$ cat config.mk
export PLATFORM = sky130hd
export DESIGN_NAME = sysmgr_reboot
export DESIGN_NICKNAME = d
export VERILOG_FILES = /design/src/rtl/sysmgr_reboot.sv
export SDC_FILE = /design/constraint.sdc
export NUM_CORES = 1
export LEC_CHECK = 0
export CORE_UTILIZATION = 40
export CTS_BUF_LIST = sky130_fd_sc_hd__clkbuf_2 sky130_fd_sc_hd__clkbuf_4 sky130_fd_sc_hd__clkbuf_8
export DETAILED_ROUTE_END_ITERATION = 10
export PLACE_DENSITY_LB_ADDON = 0.2
export SLEW_MARGIN = 25
export SYNTH_ARGS = -nofsm -noshare
export SYNTH_HDL_FRONTEND = slang
export SYNTH_SLANG_ARGS = --single-unit
export TNS_END_PERCENT = 10
$ cat constraint.sdc
create_clock -name clk -period 2.5 [get_ports clk]
set_input_delay 0.5 -clock clk [delete_from_list [all_inputs] [get_ports clk]]
set_output_delay 0.5 -clock clk [all_outputs]
set_load 0.01 [all_outputs]
$ cat src/rtl/sysmgr_reboot.sv
// Reboot/reset request controller: holds off after a request, then either pulses
// the clock manager reset or drives the SB_WARMBOOT inputs (terminal until rst_n).
module sysmgr_reboot #(
  parameter int DELAY_W = 16,
  parameter int PULSE_W = 4
) (
  input  logic       clk,
  input  logic       rst_n,
  input  logic       req_reset,
  input  logic       req_boot,
  input  logic [1:0] req_sel,
  input  logic       cancel,
  output logic       busy,
  output logic       pll_rst,
  output logic       wb_boot,
  output logic [1:0] wb_sel,
  output logic [1:0] dbg_state
);

  localparam logic [1:0] IDLE  = 2'd0;
  localparam logic [1:0] HOLD  = 2'd1;
  localparam logic [1:0] PULSE = 2'd2;
  localparam logic [1:0] BOOT  = 2'd3;

  localparam logic [DELAY_W-1:0] HOLD_ONE  = 1;
  localparam logic [PULSE_W-1:0] PULSE_ONE = 1;

  logic [1:0]         state;
  logic [DELAY_W-1:0] hold_cnt;
  logic [PULSE_W-1:0] pulse_cnt;
  logic               mode_boot;
  logic [1:0]         sel_q;

  assign dbg_state = state;

  // All outputs are registered; busy mirrors state != IDLE one edge at a time.
  always_ff @(posedge clk) begin
    if (!rst_n) begin
      state     <= IDLE;
      hold_cnt  <= '0;
      pulse_cnt <= '0;
      mode_boot <= 1'b0;
      sel_q     <= 2'b00;
      busy      <= 1'b0;
      pll_rst   <= 1'b0;
      wb_boot   <= 1'b0;
      wb_sel    <= 2'b00;
    end else begin
      case (state)
        IDLE: begin
          if (req_boot) begin
            mode_boot <= 1'b1;
            sel_q     <= req_sel;
            hold_cnt  <= '0;
            busy      <= 1'b1;
            state     <= HOLD;
          end else if (req_reset) begin
            mode_boot <= 1'b0;
            sel_q     <= 2'b00;
            hold_cnt  <= '0;
            busy      <= 1'b1;
            state     <= HOLD;
          end
        end
        HOLD: begin
          // cancel beats the terminal-count transition in the same cycle
          if (cancel) begin
            state     <= IDLE;
            busy      <= 1'b0;
            hold_cnt  <= '0;
            mode_boot <= 1'b0;
            sel_q     <= 2'b00;
          end else if (&hold_cnt) begin
            hold_cnt <= '0;
            if (mode_boot) begin
              wb_sel <= sel_q;
              state  <= BOOT;
            end else begin
              pll_rst   <= 1'b1;
              pulse_cnt <= '0;
              state     <= PULSE;
            end
          end else begin
            hold_cnt <= hold_cnt + HOLD_ONE;
          end
        end
        PULSE: begin
          if (&pulse_cnt) begin
            pll_rst   <= 1'b0;
            busy      <= 1'b0;
            pulse_cnt <= '0;
            state     <= IDLE;
          end else begin
            pulse_cnt <= pulse_cnt + PULSE_ONE;
          end
        end
        BOOT: begin
          // wb_sel was loaded on entry, so BOOT rises one cycle behind it
          wb_boot <= 1'b1;
        end
        default: state <= IDLE;
      endcase
    end
  end

endmodule

# --- After elaboration in Yosys (flattened, before gate mapping) ---
# Index checks and enable logic that the tools add are counted.
op_classes:
  n_addsub: 2
  eq_ne: 10
  muxes: 33
  bitwise: 1
  n_reduce_logical: 13
ops:
  columns: ["op", "count"]
  rows:
  - ["two-way mux 16 bit", 4]
  - ["case mux 16 bit (2 select lines)", 1]
  - ["AND reduction 19 bit", 1]
  - ["adder 16 x 1 -> 16 bit (second input constant)", 1]
  - ["two-way mux 2 bit", 8]
  - ["two-way mux 4 bit", 4]
  - ["AND reduction 16 bit", 1]
  - ["AND reduction 4 bit", 4]
  - ["two-way mux 1 bit", 10]
  - ["!= test 2 bit (second input constant)", 5]
  - ["case mux 4 bit (2 select lines)", 1]
  - ["!= test 3 bit (second input constant)", 2]
  - ["case mux 2 bit (3 select lines)", 1]
  - ["AND reduction 5 bit", 1]
  - ["adder 4 x 1 -> 4 bit (second input constant)", 1]
  - ["== test 2 bit (second input constant)", 2]
  - ["case mux 1 bit (2 select lines)", 2]
  - ["case mux 2 bit (2 select lines)", 1]
  - ["nonzero test 2 bit", 2]
  - ["case mux 1 bit (3 select lines)", 1]
  - ["AND reduction 3 bit", 1]
  - ["nonzero test 3 bit", 1]
  - ["== test 2 x 1 -> 1 bit (second input constant)", 1]
  - ["zero test 2 bit", 1]
  - ["other kinds (2)", 2]
totals:
  ff_bits: 30
  wordCells: 68

# --- Depth between registers and ports, before layout ---
depth:
  word_depth: 4
  ltp_mapped: 8

# --- Worst setup path before layout ---
# Ideal clock, no wire load.
synth_path:
  kind: "reg2reg"
  from: "register state[0] (netlist: dbg_state[0])"
  to: "register hold_cnt[0]"
  t_arrival_ns: 1.775
  setup_slack_ns: 0.661
  path_stages_with_launch: 9
  n_path_buf: 1
  period_less_slack_ns: 1.839
  path_cell_list: "dfxtp_1 > inv_1 > ha_1 > nor2_1 > nor2_1 > a21oi_1 > nand2_1 > buf_4 > nor2_1"
synth_between:
  elab_chain_len: 3
  elab_cells_between_ends: 6
  classes_between: "eq/ne: 2; mux: 1; reduce/logical: 3"
synth_lines:
  columns: ["item", "line", "source"]
  rows:
  - ["start, declared", "28", "logic [1:0] state;"]
  - ["start signal, assigned", "39", "state <= IDLE;"]
  - ["start signal, assigned", "56", "state <= HOLD;"]
  - ["start signal, assigned", "62", "state <= HOLD;"]
  - ["zero test 2 bit or == test 2 x 1 -> 1 bit (tied branches)", "49", "case (state)"]
  - ["!= test 3 bit (no source line) or nonzero test 2 bit (tied branches)", null, null]
  - ["AND reduction 2 bit (no source line)", null, null]
  - ["end signal, assigned", "84", "hold_cnt <= hold_cnt + HOLD_ONE;"]
  - ["end, declared", "29", "logic [DELAY_W-1:0] hold_cnt;"]
# Several ways; a longest one is shown, not always the timed one.
# A chain may end at the register's enable or synchronous reset.

# --- Worst setup path after layout ---
layout_path:
  from: "register state[1] (netlist: dbg_state[1])"
  to: "register hold_cnt[15]"
# The elaborated chain is that of the path after synthesis.

==> results.toml <==
[sta]
tightestPinTransition_ns = 0.478
post-route-period-util = 0.806
slew_viol_final = 0
hold_violations = 0
fin_worst_skew_ns = 0.00976
max_freq_mhz = 496
relSlewSlack = 0.679
fin_ws_ns = 0.486
finalSetupViolations = 0
rsz0062_at_grt = "no"
fin_tns_setup_ns = 0
fin_crit_ns = 2.01

[worst_setup_path]
cp_data_arrival_time_ns = 2.23
r2r_start = "dbg_state[1]"
reg2reg_to = "hold_cnt[15]"
crit_fanout = 15
path_class = "reg2reg"
r2r_slack_ns = 0.49
worstSetupStartpointType = "flip-flop"
required_ns = 2.71
critPathCaptureType = "flip-flop"
rr_worst_depth = 7

[clock_network]
cts.clk_slew.worst_paths_ns = 0.09
cts_root_buf = "clkbuf_4"
cts_buffer_depth = 2
cts-resized-gates = 0
numClockSinks = 30
cts_tree = "built"
clk_latency_ns = 0.34
numCtsBuffers = 5
cts_hold_buf = 0
htreeDepth = 2
cts_setup_buffers = 0

[finish]
final_common_cell = "dfxtp_1"
drive_gt1_frac = 0.109
layout_common_cells = "dfxtp_1 (30), nor2_1 (27), nand2_1 (17)"
n_antenna_cell = 0
syn2layout_area_growth_pct = 17.9
utilization = 0.503
fill_cells = 343
final_nets = 195

[synthesis]
yosysSeqAreaShare = 0.415
syn_area_per_cell_um2 = 8.93
netlist_area_mm2 = 0.00145
yosysUniqueCellTypes = 39
syn_inst = 162
ys_seq_elements = 30
yosysWarnings = 0
ys.flop_type = "dfxtp_1"
synthesis.nets = 175
synth-async-reset-ratio = 0
synth_edf_count = 0

[floorplanning]
start_util = 0.427
die_h_um = 62.1
ioPinCount = 14
fp.dieArea_mm2 = 0.00386
core_area_mm2 = 0.00339
die_x_um = 62.1
rows = 21

[place]
gp_congestion = 0.743
place_ws_ns = 0.218
dp_hpwl_um = 2260
io_buffers = 13

[grt]
grt_pass1_vias = 1221
antenna_found_initial = 0
grt_max_degree = 16
grt_overflow = 0
grt_pass1_wl_um = 5140
grt_use_total = 0.170

[job]
max-cap-violations = 0

[pwr]
p_per_area_mw_per_mm2 = 538
p_leak_nw = 0.636
ir_worst_vdd_v = 0.000386

[detailed_routing]
wirelength_um = 3020
route.detailed.drc = 0
vias_per_cell = 5.28
antenna_left = 0
wl_per_cell_um = 13.2
firstDrtPassIters = 4
initialDrtViolationCount = 29
vias = 1209

[worst_hold_path]
hold_path_class = "reg2reg"
min_from = "wb_boot"
min_to = "wb_boot"
min_path_cells = 2

[outcome]
outcome = "finished clean"
## per-stage QoR
stage | area (um2) | hold WS (ns) | power (W) | std cells
after floorplan | 1450 | 0.449 | 0.000575 | 162
after global placement | 1640 | 0.449 | 0.000611 | 221
after detailed placement | 1640 | 0.460 | 0.000615 | 221
after CTS | 1710 | 0.483 | 0.000928 | 229
after global routing | 1710 | 0.522 | 0.000967 | 229
final | 1710 | 0.477 | 0.000917 | 229
## cell usage after synthesis (2+ instances only)
cell	number	area, um2
a211oi_1	3	22.5
a21oi_1	5	25.0
a22o_1	2	17.5
and4_1	2	17.5
clkbuf_1	2	7.51
dfxtp_1	30	601
ha_1	6	75.1
inv_1	6	22.5
mux2i_1	2	20.0
nand2_1	17	63.8
nand3_1	8	40.0
nand4_1	7	43.8
nor2_1	27	101
nor3_1	4	20.0
o21ai_0	2	10.0
o22ai_1	3	18.8
xnor2_1	8	70.1
xor2_1	7	61.3
## cell type report
cell class	instances	area, um2	area share
Clock inverter	1	5.00	0.00293
Sequential cell	30	601	0.352
Tap cell	46	57.6	0.0337
Multi-Input combinational cell	123	808	0.474
Clock buffer	7	58.8	0.0345
Timing Repair Buffer	16	153	0.0895
Inverter	6	22.5	0.0132
## sequential cells by signal, indices dropped and copies added (netlist names)
signal and count:
mode_boot 1, wb_boot 1, busy 1, pll_rst 1
hold_cnt 16, dbg_state 2, pulse_cnt 4, sel_q 2
wb_sel 2
## power by group
group	leakage [nW]	switching (W)	internal [W]	total, W
combinational	0.355	0.0000602	0.0000438	0.000104
clock	0.0387	0.000167	0.000147	0.000314
sequential	0.243	0.00000981	0.000489	0.000499
total	0.636	0.000237	0.000680	0.000917
## metal layers
layer,vias up,global-route usage,wire length (um)
met1,580,0.185,1380
met3,9,0.0404,77
met2,13,0.295,1490
li1,607,-,-
met4,0,0.108,75
met5,-,0,0
## critical path: stages (launching register included)
cell and delay [ns]:
dfxtp_1 0.41, inv_1 0.08, ha_1 0.22, nor3b_4 0.18, nor2_1 0.36, a21oi_1 0.15
nand2_1 0.38, nor2_1 0.10
## logic make-up after synthesis
group	Yosys count	synth area share
AOI/OAI and AO/OA	24	0.119
xor gates and xnor gates	15	0.0908
adders and majority gates	6	0.0519
buffers and inverters	9	0.0260
DFF	30	0.415
muxes	2	0.0138
and+or+nand+nor	76	0.283
## worst max path at each step
stage | startpoint | to
after global routing | dbg_state[0] | hold_cnt[2]
after floorplan | dbg_state[0] | hold_cnt[0]
after global placement | req_boot | hold_cnt[1]
after CTS | dbg_state[0] | hold_cnt[15]
after detailed placement | req_boot | hold_cnt[1]
final | dbg_state[1] | hold_cnt[15]
Power figures use the tool's default switching activity.
